`src/rtl/timer_sequencer.sv`:
```
// Bus initiator that programs the counter/timer peripheral for one job, polls its
// finish flag until done/timeout/abort, reads the count back and returns a response.
module timer_sequencer #(
  parameter int COUNTER_WIDTH = 32,
  parameter int TIMEOUT_WIDTH = 16,
  parameter int POLL_INTERVAL = 1
) (
  input  logic                     clk,
  input  logic                     rst_n,
  input  logic                     cmd_valid_i,
  output logic                     cmd_ready_o,
  input  logic [COUNTER_WIDTH-1:0] cmd_load_i,
  input  logic [COUNTER_WIDTH-1:0] cmd_reload_i,
  input  logic [2:0]               cmd_mode_i,
  input  logic [TIMEOUT_WIDTH-1:0] cmd_timeout_i,
  input  logic                     abort_i,
  output logic                     rsp_valid_o,
  input  logic                     rsp_ready_i,
  output logic [1:0]               rsp_status_o,
  output logic [COUNTER_WIDTH-1:0] rsp_count_o,
  output logic [TIMEOUT_WIDTH-1:0] rsp_cycles_o,
  output logic                     busy_o,
  output logic                     t_en_o,
  output logic                     t_we_o,
  output logic                     t_re_o,
  output logic [1:0]               t_addr_o,
  output logic [COUNTER_WIDTH-1:0] t_load_o,
  output logic [1:0]               t_size_o,
  input  logic [COUNTER_WIDTH-1:0] t_rdata_i,
  input  logic                     t_done_i
);

  localparam int             PW        = (POLL_INTERVAL > 1) ? $clog2(POLL_INTERVAL) : 1;
  localparam logic [PW-1:0]  POLL_LAST = PW'(POLL_INTERVAL - 1);

  localparam logic [1:0] ST_DONE    = 2'b00;
  localparam logic [1:0] ST_TIMEOUT = 2'b01;
  localparam logic [1:0] ST_ABORT   = 2'b10;

  localparam logic [1:0] A_CNT    = 2'b00;
  localparam logic [1:0] A_MODE   = 2'b01;
  localparam logic [1:0] A_RELOAD = 2'b10;
  localparam logic [1:0] A_STATUS = 2'b11;

  typedef enum logic [2:0] {
    S_IDLE, S_WR_LOAD, S_WR_RELOAD, S_WR_MODE, S_RUN, S_RD_CNT, S_STOP, S_RESP
  } state_e;

  typedef struct packed {
    logic [COUNTER_WIDTH-1:0] load;
    logic [COUNTER_WIDTH-1:0] reload;
    logic [2:0]               mode;
    logic [TIMEOUT_WIDTH-1:0] timeout;
  } job_t;

  state_e                   state_q, state_d;
  job_t                     job_q, job_d;
  logic [TIMEOUT_WIDTH-1:0] cyc_q, cyc_d, cyc_nxt, cyc_sat;
  logic [PW-1:0]            poll_q, poll_d;
  logic [1:0]               status_q, status_d;
  logic [COUNTER_WIDTH-1:0] count_q, count_d;
  logic [TIMEOUT_WIDTH-1:0] rcyc_q, rcyc_d;
  logic                     poll_hit, fin_seen, timed_out;

  always_ff @(posedge clk or negedge rst_n) begin
    if (!rst_n) begin
      state_q  <= S_IDLE;
      job_q    <= '0;
      cyc_q    <= '0;
      poll_q   <= '0;
      status_q <= '0;
      count_q  <= '0;
      rcyc_q   <= '0;
    end else begin
      state_q  <= state_d;
      job_q    <= job_d;
      cyc_q    <= cyc_d;
      poll_q   <= poll_d;
      status_q <= status_d;
      count_q  <= count_d;
      rcyc_q   <= rcyc_d;
    end
  end

  assign cyc_nxt   = cyc_q + TIMEOUT_WIDTH'(1);
  assign cyc_sat   = (&cyc_q) ? cyc_q : cyc_nxt;
  assign poll_hit  = (poll_q == POLL_LAST);
  // The finish flag is only trusted on a completed status read.
  assign fin_seen  = poll_hit && t_done_i && t_rdata_i[0];
  assign timed_out = (job_q.timeout != '0) && (cyc_nxt == job_q.timeout);

  always_comb begin
    state_d     = state_q;
    job_d       = job_q;
    cyc_d       = cyc_q;
    poll_d      = poll_q;
    status_d    = status_q;
    count_d     = count_q;
    rcyc_d      = rcyc_q;
    cmd_ready_o = 1'b0;
    rsp_valid_o = 1'b0;
    t_en_o      = 1'b0;
    t_we_o      = 1'b0;
    t_re_o      = 1'b0;
    t_addr_o    = A_CNT;
    t_load_o    = '0;
    case (state_q)
      S_IDLE: begin
        cmd_ready_o = rst_n;
        if (cmd_valid_i && rst_n) begin
          job_d   = '{load: cmd_load_i, reload: cmd_reload_i, mode: cmd_mode_i,
                      timeout: cmd_timeout_i};
          state_d = S_WR_LOAD;
        end
      end
      S_WR_LOAD: begin
        t_en_o   = 1'b1;
        t_we_o   = 1'b1;
        t_addr_o = A_CNT;
        t_load_o = job_q.load;
        if (t_done_i) state_d = S_WR_RELOAD;
      end
      S_WR_RELOAD: begin
        t_en_o   = 1'b1;
        t_we_o   = 1'b1;
        t_addr_o = A_RELOAD;
        t_load_o = job_q.reload;
        if (t_done_i) state_d = S_WR_MODE;
      end
      S_WR_MODE: begin
        // Mode goes last so the timer starts counting fully configured.
        t_en_o   = 1'b1;
        t_we_o   = 1'b1;
        t_addr_o = A_MODE;
        t_load_o = COUNTER_WIDTH'(job_q.mode);
        if (t_done_i) begin
          cyc_d   = '0;
          poll_d  = '0;
          state_d = S_RUN;
        end
      end
      S_RUN: begin
        t_en_o = 1'b1;
        cyc_d  = cyc_sat;
        poll_d = poll_hit ? '0 : PW'(poll_q + PW'(1));
        if (poll_hit) begin
          t_re_o   = 1'b1;
          t_addr_o = A_STATUS;
        end
        if (fin_seen || abort_i || timed_out) begin
          status_d = fin_seen ? ST_DONE : (abort_i ? ST_ABORT : ST_TIMEOUT);
          rcyc_d   = cyc_sat;
          state_d  = S_RD_CNT;
        end
      end
      S_RD_CNT: begin
        t_en_o   = 1'b1;
        t_re_o   = 1'b1;
        t_addr_o = A_CNT;
        if (t_done_i) begin
          count_d = t_rdata_i;
          state_d = S_STOP;
        end
      end
      S_STOP: begin
        // Mode 0 parks the timer and clears its finish flag for the next job.
        t_en_o   = 1'b1;
        t_we_o   = 1'b1;
        t_addr_o = A_MODE;
        if (t_done_i) state_d = S_RESP;
      end
      S_RESP: begin
        rsp_valid_o = 1'b1;
        if (rsp_ready_i) state_d = S_IDLE;
      end
      default: state_d = S_IDLE;
    endcase
  end

  assign busy_o       = (state_q != S_IDLE);
  assign t_size_o     = 2'b10;
  assign rsp_status_o = status_q;
  assign rsp_count_o  = count_q;
  assign rsp_cycles_o = rcyc_q;

endmodule

```
`config.mk`:
```
export PLATFORM = sky130hd
export DESIGN_NAME = timer_sequencer
export DESIGN_NICKNAME = d
export VERILOG_FILES = /design/src/rtl/timer_sequencer.sv
export SDC_FILE = /design/constraint.sdc
export NUM_CORES = 1
export LEC_CHECK = 0
export CAP_MARGIN = 20
export CORE_MARGIN = 5
export CORE_UTILIZATION = 40
export CTS_CLUSTER_DIAMETER = 80
export CTS_CLUSTER_SIZE = 16
export DETAILED_ROUTE_END_ITERATION = 8
export GPL_ROUTABILITY_DRIVEN = 0
export PLACE_DENSITY_LB_ADDON = 0.15
export REMOVE_ABC_BUFFERS = 1
export SETUP_SLACK_MARGIN = 0.02
export SYNTH_ARGS = -nofsm -noshare
export SYNTH_HDL_FRONTEND = slang
export SYNTH_SLANG_ARGS = --single-unit
```
`constraint.sdc`:
```
create_clock -name clk -period 3.7 [get_ports clk]
set_clock_uncertainty 0.2 [all_clocks]
set_input_delay 0.74 -clock clk [delete_from_list [all_inputs] [get_ports clk]]
set_output_delay 0.74 -clock clk [all_outputs]
set_load 0.01 [all_outputs]
```
==> results of run 1 <==
cells in the mapped netlist (6+ instances only):
cell      count
a22o_1       31
xnor2_1      19
nor2_1       27
xor2_1        9
inv_1        16
buf_6         6
mux2_4        7
nand3_1       9
clkbuf_1     26
nor2b_1       7
nand2_1      36
mux2_2      121
o21ai_0      32
dfrtp_1     152
a21oi_1      15
power groups by stage:
stage / logic, W / registers (W) / clock network, W
after CTS: 0.00338 / 0.00290 / 0.00184
final: 0.00335 / 0.00290 / 0.00180
after detailed placement: 0.00336 / 0.00292 / 0
after global routing: 0.00362 / 0.00299 / 0.00192
after global placement: 0.00331 / 0.00287 / 0
after floorplan: 0.00172 / 0.00289 / 0
metal layers:
layer	wire length [um]	global-route usage
met4	516	0.0715
met5	0	0
met2	9230	0.291
met3	2040	0.0920
met1	8120	0.225
flip-flops by register name, indices dropped and copies added (netlist names):
register,flops
job_q,83
rsp_count_o,32
cyc_q,16
rsp_cycles_o,16
state_q,3
rsp_status_o,2
critical path, stage by stage (launching register included):
cell             delay [ns]
dfrtp_1                0.43
inv_1                  0.16
ha_1                   0.28
nor2b_2                0.19
buf_6                  0.28
a22o_1                 0.23
clkdlybuf4s50_1        0.54
stage by stage:
stage	hold slack (ns)	area (um^2)	utilization	setup slack (ns)
floorplan	0.244	7180	-	0.0753
global placement	0.285	9670	0.533	0.559
detailed placement	0.293	9670	0.533	0.427
CTS	0.00167	10300	0.566	0.0975
global route	0.00654	10300	0.567	0.0187
finish	-0.00313	10300	0.567	0.204
cells by family (layout without fill, tap and decap cells):
kind of cell / count (synthesis) / in the layout / synth area share
DFF: 152 / 152 / 0.512
muxes: 131 / 131 / 0.202
and+or+nand+nor: 123 / 123 / 0.0940
AOI/OAI and AO/OA: 103 / 103 / 0.101
buffers and inverters: 60 / 268 / 0.0418
xor gates and xnor gates: 30 / 30 / 0.0403
adders and majority gates: 5 / 5 / 0.00842
other: 2 / 3 / 0.00101
final timing paths:
check	start	to	slack, ns
worst max-delay path	state_q[0]	t_load_o[20]	0.20
worst min-delay path	rst_n	job_q[27]	-0.003
worst max register to register	cyc_q[0]	rsp_cycles_o[4]	0.36
worst min register to register	job_q[64]	job_q[64]	0.30
max in group asynchronous	rst_n	cyc_q[0]	2.18
min in group clk	job_q[64]	job_q[64]	0.30
cell usage in the layout, fill, tap and decap left out, types with 3 or more instances in the layout:
cell and instances:
a22oi_1 5, nor4_1 4, and3_1 4, dfrtp_1 152, buf_4 7, nand4_1 4
o21ai_0 32, mux2_2 121, ha_1 5, clkinv_4 4, clkdlybuf4s50_1 209, clkinv_2 3
xor2_1 9, a21oi_1 15, nand2_1 35, mux2_4 7, nor3_1 5, bufinv_16 3
a22o_1 31, nor2b_1 5, nor2_1 27, xnor2_1 19, mux2i_1 3, and2_1 3
nand3_2 3, nand3_1 9, clkbuf_16 17, inv_1 16
final cells by class:
cell class	count	area, um^2
fillers	1529	7850
flip-flops and latches	152	3800
multi-input cells	394	3330
repair buffers	220	2200
clock buffers	18	439
well taps	229	287
clock inverters	14	173
inverters	16	60.1
diodes	1	2.50
==> flow_summary.ini, run 1 <==
[yosys]
synth.area.top_cells = dfrtp_1 51%, mux2_2 18%, a22o_1 3.7%
syn_area_um2 = 7430
synth-main-ff-cell = dfrtp_1
ys_warn_count = 0
syn_inst = 606
synth_top_area_frac = 0.512
synth_top_cell_by_area = dfrtp_1
ys_seq_elements = 152
synth.avg_cell_area_um2 = 12.3
synth_edf_count = 0
async_flop_share = 1.00
seq_area_frac_synth = 0.512
synth.distinct_cells = 66

[die]
die_w_um = 146
core_area_um2 = 18100
rows = 49
initial_core_util = 0.409
dieHeight_um = 146
die_area_um2 = 21400
ios = 213

[place]
dpl.cell_count = 1011
hpwl_um = 14200
placement.io_buffers = 210

[sta]
tns_ns = 0
slew_violations = 0
max_freq_mhz = 286
worstMarginPinSlew_ns = 0.788
hold_slack_ns = -0.00313
maxSlewHeadroom = 0.474
timing.final.crit_period_ns = 3.50
rsz0062_at_grt = yes
fin_crit_sh = 0.945
finalHoldViolCount = 4
finalSetupViolations = 0

[route]
drt-vias-per-instance = 5.28
vias = 5509
drc_errors = 0
detail_route.wl_per_cell_um = 19.1
ant_nets = 0
routed_wl_um = 19900
dr.pass1.iters = 4
drt_iter0_drc = 296

[worst_setup_path]
cp_data_arrival_time_ns = 2.56
ff2ff_path_depth = 9
worst_ep_required_time_ns = 2.76
critPathLaunchType = flop
critical_path_class = reg2out
end_kind = output pin
crit_fanout = 33

[clock_network]
cts_hold_buf = 0
cts_made_buffers = 17
clock_sinks = 152
htree_levels = 4
clkSlewWorstSetupHoldPaths_ns = 0.07
cts-root-buf = clkbuf_16
post_cts_buffers = 0
cts_tree = built
clockBufferDepth = 2
cts_resized = 0
clk-insertion-delay-late_ns = 0.43

[global_route]
grt_pass1_vias = 5933
grt_max_degree = 63
grtUsageTotal = 0.187
grt-ovfl-total = 0
grt_pass1_wl_um = 31900
antenna_found_initial = 1

[pwr]
power_frac_seq = 0.360
p_total_w = 0.00805
p_leak_nw = 4.48
switchingPower_w = 0.00258
pwr-share-comb = 0.416
clkPwrFrac = 0.224
cellPowerDensity_nw_per_um2 = 782
intPower_w = 0.00547
peakVddDrop_v = 0.000443
swShare = 0.320

[flow_run]
cap_violations = 0

[final_layout]
area_growth_pct = 38.6
instances_no_fill = 1044
drive_above_1_share = 0.244
nets = 927

[outcome]
status = complete, but fails checks
violations = hold timing

[min_path]
worstHoldPathType = in2async
Power figures use the tool's default switching activity.
==> run 2: changes to the inputs <==
Settings changed: CORE_UTILIZATION 40 to 43, HOLD_SLACK_MARGIN set to 0.15, RECOVER_POWER set to 100.
==> run 2 against run 1 <==
The run ends with capacitance limit, slew limit left. Non-clock buffer count is 3 higher. Sequential share of layout area rose by 0.40 points. Design area fell by 1.1%. Global-route usage rose by 0.75 points. Critical endpoint is now t_load_o[3]. Largest power group unchanged.
==> flow_summary.ini, run 2 (synthesized netlist as in run 1, its figures left out) <==
[worst_setup_path]
worst_ep_required_time_ns = 2.76
ff2ff_path_depth = 7
r2r_setup_slack_ns = 0.26
cp_data_arrival_time_ns = 2.58
end_kind = output pin
critPathLaunchType = flop
critical_path_class = reg2out
r2r_start = state_q[0]
startpoint = state_q[0]
crit_path_end = t_load_o[3]
crit_fanout = 33
r2r_end = job_q[51]

[pwr]
peakVddDrop_v = 0.000374
cellPowerDensity_nw_per_um2 = 754
intPower_w = 0.00512
switchingPower_w = 0.00255
power_frac_seq = 0.373
pwr-share-comb = 0.415
clkPwrFrac = 0.211
swShare = 0.332
p_leak_nw = 4.55

[sta]
tns_ns = 0
worstMarginPinSlew_ns = 1.74
fin_crit_sh = 0.952
rsz0062_at_grt = yes
finalSetupViolations = 0
finalHoldViolCount = 0
timing.final.crit_period_ns = 3.52
maxSlewHeadroom = -0.159
slew_violations = 104
max_freq_mhz = 284

[final_layout]
instances_no_fill = 1042
final_common_cell = dfrtp_1
final_cell_mix = 152 x dfrtp_1, 138 x clkdlybuf4s50_1, 121 x mux2_2
area_growth_pct = 37.1
largest-register = job_q
nets = 930
drive_above_1_share = 0.225
largest_reg_flops = 83
diodes = 0

[clock_network]
clk-insertion-delay-late_ns = 0.42
clock_sinks = 152
cts_tree = built
clockBufferDepth = 2
htree_levels = 4
clkSlewWorstSetupHoldPaths_ns = 0.06
cts_made_buffers = 17
cts-root-buf = clkbuf_16

[die]
dieHeight_um = 141
ios = 213
initial_core_util = 0.434
rows = 48
die_w_um = 141
die_area_um2 = 20000
core_area_um2 = 17100

[route]
routed_wl_um = 19100
drt-vias-per-instance = 5.22
detail_route.wl_per_cell_um = 18.3
vias = 5437
drt_iter0_drc = 269
ant_nets = 0
dr.pass1.iters = 4
drc_errors = 0

[global_route]
antenna_found_initial = 0
grtUsageTotal = 0.195
grt_pass1_vias = 5885
grt-ovfl-total = 0
grt_pass1_wl_um = 30800
grt_max_degree = 84

[outcome]
violations = capacitance limit, slew limit
status = complete, but fails checks

[place]
dpl.cell_count = 1009
placement.io_buffers = 210
hpwl_um = 13900

[flow_run]
cap_violations = 2

[min_path]
worstHoldPathType = reg2reg
run 2: cell count changes in the layout (fill, tap and decap cells not counted), moves of 3 or more:
cell / change
mux2_4: -7
dlygate4sd3_1: +71
mux2_1: +7
bufinv_16: -3
clkbuf_1: +5
inv_6: +3
clkdlybuf4s50_1: -71
run 2: final cells by class:
cell class | instances | area (um^2)
tap | 225 | 282
sequential | 152 | 3800
clock buffer | 19 | 443
clock inverter | 13 | 111
multi-input combinational | 394 | 3280
inverter | 16 | 60.1
timing repair buffer | 223 | 2210
fill | 1415 | 6930
run 2: how the worst min path moves through the flow:
stage	startpoint	cells past startpoint	end	slack [ns]
after floorplan	rst_n	0	cyc_q[0]	0.24
after global placement	rsp_count_o[17]	1	rsp_count_o[17]	0.29
after detailed placement	rsp_status_o[0]	2	rsp_status_o[0]	0.29
after CTS	rsp_count_o[20]	1	rsp_count_o[20]	0.31
after global routing	job_q[38]	1	job_q[38]	0.31
final	rsp_cycles_o[7]	1	rsp_cycles_o[7]	0.29
run 2: power groups by stage:
stage               logic [W]  clock network (W)  registers (W)
detailed placement    0.00338                  0        0.00291
CTS                   0.00341            0.00167        0.00289
floorplan             0.00172                  0        0.00289
global route          0.00345            0.00174        0.00297
finish                0.00319            0.00162        0.00287
global placement      0.00332                  0        0.00287
run 2: per-layer routing:
metal	GRT usage	vias up	routed length, um	part of all wire
met5	0	-	0	0
met2	0.322	168	9480	0.50
met1	0.224	2695	7380	0.39
met3	0.0853	24	1810	0.095
met4	0.0747	0	428	0.022
li1	-	2550	-	-
run 2: through the flow:
step	setup slack [ns]	total power, W	hold WS [ns]	instance area (um^2)	utilization
finish	0.176	0.00767	0.286	10200	0.595
global route	0.0127	0.00816	0.312	10200	0.595
CTS	0.0684	0.00797	0.306	10200	0.598
detailed placement	0.425	0.00629	0.291	9680	0.565
global placement	0.553	0.00618	0.287	9680	0.565
floorplan	0.0753	0.00462	0.244	7180	-
run 2: critical path, cell delays in order, from the launching register on:
cell and delay (ns):
dfrtp_1 0.42, inv_1 0.15, ha_1 0.28, nor2b_1 0.19, buf_6 0.30, a22o_1 0.20, dlygate4sd3_1 0.61
run 2: what timing repair did:
item | 4_1_cts | 5_1_grt
resized for setup | 0 | 2
setup buffers | 0 | 0
endpoints found under the setup margin | 0 | 17
hold buffers | 0 | 0
==> run 3: changes to the inputs <==
Settings changed: PLACE_DENSITY_LB_ADDON 0.15 to 0.1.
==> run 3 against run 2 <==
The flow still finishes with violations (capacitance limit, slew limit). Register-to-register slack improved by 0.05 ns. Sequential cell count unchanged. Global-route usage increased by 0.87 points. Hold slack got worse by 0.0028 ns. Sequential power about the same. Sequential share of layout area decreased by 0.19 points. First-iteration DRC count increased by 16%. Clock power increased by 7%. Utilization increased by 0.31 points. Critical endpoint is now t_load_o[15].
==> flow_summary.ini, run 3 (synthesized netlist as in run 1, its figures left out) <==
[die]
dieHeight_um = 141
core_area_um2 = 17100
die_w_um = 141
initial_core_util = 0.434
die_area_um2 = 20000
ios = 213
rows = 48

[flow_run]
cap_violations = 1

[place]
hpwl_um = 14300
placement.io_buffers = 210
dpl.cell_count = 1009

[clock_network]
clkSlewWorstSetupHoldPaths_ns = 0.06
htree_levels = 4
clockBufferDepth = 2
cts_tree = built
clock_sinks = 152
clk-insertion-delay-late_ns = 0.42
post_cts_buffers = 0
cts-root-buf = clkbuf_16
cts_made_buffers = 17

[route]
drt_iter0_drc = 313
dr.pass1.iters = 5
routed_wl_um = 19800
detail_route.wl_per_cell_um = 19.0
vias = 5490
drt-vias-per-instance = 5.27
ant_nets = 0
drc_errors = 0

[min_path]
hold_path_end = rsp_cycles_o[7]
min_path_cells = 1
hold_path.startpoint = rsp_cycles_o[7]
worstHoldPathType = reg2reg

[pwr]
power_frac_seq = 0.369
p_leak_nw = 4.60
p_total_w = 0.00779
peakVddDrop_v = 0.000480
swShare = 0.328
pwr-share-comb = 0.409
clkPwrFrac = 0.222
intPower_w = 0.00524
switchingPower_w = 0.00255
cellPowerDensity_nw_per_um2 = 761

[global_route]
grt_pass1_wl_um = 32100
antenna_found_initial = 0
grt-ovfl-total = 0
grt_pass1_vias = 6107
grtUsageTotal = 0.203
grt_max_degree = 84

[worst_setup_path]
critPathMaxStageDelay_ns = 0.64
r2r_start = cyc_q[0]
path_buf_inv = 3
critical_path_class = reg2out
critPathLaunchType = flop
cp_data_arrival_time_ns = 2.60
r2r_end = rsp_cycles_o[0]
crit_fanout = 33
path_delay_family = buffers and inverters
end_kind = output pin
ff2ff_path_depth = 9
r2r_setup_slack_ns = 0.31
worst_ep_required_time_ns = 2.76
path_cells = inv_1, ha_1, nor2b_1, buf_6, a22o_1, dlygate4sd3_1
slowest_stage = dlygate4sd3_1

[final_layout]
drive_above_1_share = 0.226
final_common_cell = dfrtp_1
largest_reg_flops = 83
final_cell_mix = 152 x dfrtp_1, 128 x clkdlybuf4s50_1, 121 x mux2_2
area_growth_pct = 37.8
largest-register = job_q
diodes = 0
instances_no_fill = 1042
utilization = 0.598
nets = 931

[sta]
finalSetupViolations = 0
tns_ns = 0
hold_slack_ns = 0.283
max_freq_mhz = 282
fin_crit_sh = 0.957
finalHoldViolCount = 0
worstMarginPinSlew_ns = 1.77
timing.final.crit_period_ns = 3.54
maxSlewHeadroom = -0.182
slew_violations = 33
rsz0062_at_grt = no

[outcome]
violations = capacitance limit, slew limit
status = complete, but fails checks
[run 3: power groups by stage]
stage	sequential (W)	combinational [W]	clock, W
floorplan	0.00289	0.00172	0
global placement	0.00286	0.00335	0
detailed placement	0.00291	0.00340	0
CTS	0.00289	0.00343	0.00178
global route	0.00298	0.00346	0.00185
finish	0.00287	0.00318	0.00173
[run 3: timing repair]
item                                    CTS  global route
endpoints found under the setup margin    0             8
endpoints found under the hold margin    27             0
hold buffers                              1             0
resized for setup                         0             1
[run 3: stage by stage]
step	cell area, um^2	setup WS, ns
global placement	9700	0.492
CTS	10300	0.119
floorplan	7180	0.0753
finish	10200	0.158
global route	10200	0.0288
detailed placement	9700	0.373
[run 3: worst max path at each step]
stage / from / depth (start not counted) / slack (ns) / end
2_1_floorplan: state_q[0] / 6 / 0.08 / job_q[0]
3_3_place_gp: cyc_q[3] / 8 / 0.49 / rsp_cycles_o[4]
3_5_place_dp: cyc_q[0] / 9 / 0.37 / rsp_cycles_o[1]
4_1_cts: state_q[0] / 6 / 0.12 / t_load_o[4]
5_1_grt: state_q[0] / 6 / 0.03 / t_load_o[12]
6_report: state_q[0] / 6 / 0.16 / t_load_o[15]
[run 3: final cells by class]
type                    instances  area (um^2)
clock inverters                13          146
clock buffers                  18          439
well taps                     225          282
fillers                      1412         6880
inverters                      16         60.1
flip-flops and latches        152         3800
multi-input cells             394         3280
repair buffers                224         2220
[run 3: worst reg2reg max path: stages, from the launching register on]
cell,delay (ns)
dfrtp_1,0.50
ha_1,0.30
nand3_2,0.26
nor3_2,0.35
nand3_1,0.20
a2111oi_4,0.34
nand4_1,0.26
a21oi_4,0.20
buf_4,0.29
mux2_2,0.37
[run 3: routing by layer]
metal	wire (um)	up-vias	GRT usage
met2	9980	176	0.348
met1	7610	2728	0.231
met3	1710	32	0.0836
met4	473	0	0.0697
li1	-	2554	-
met5	0	-	0
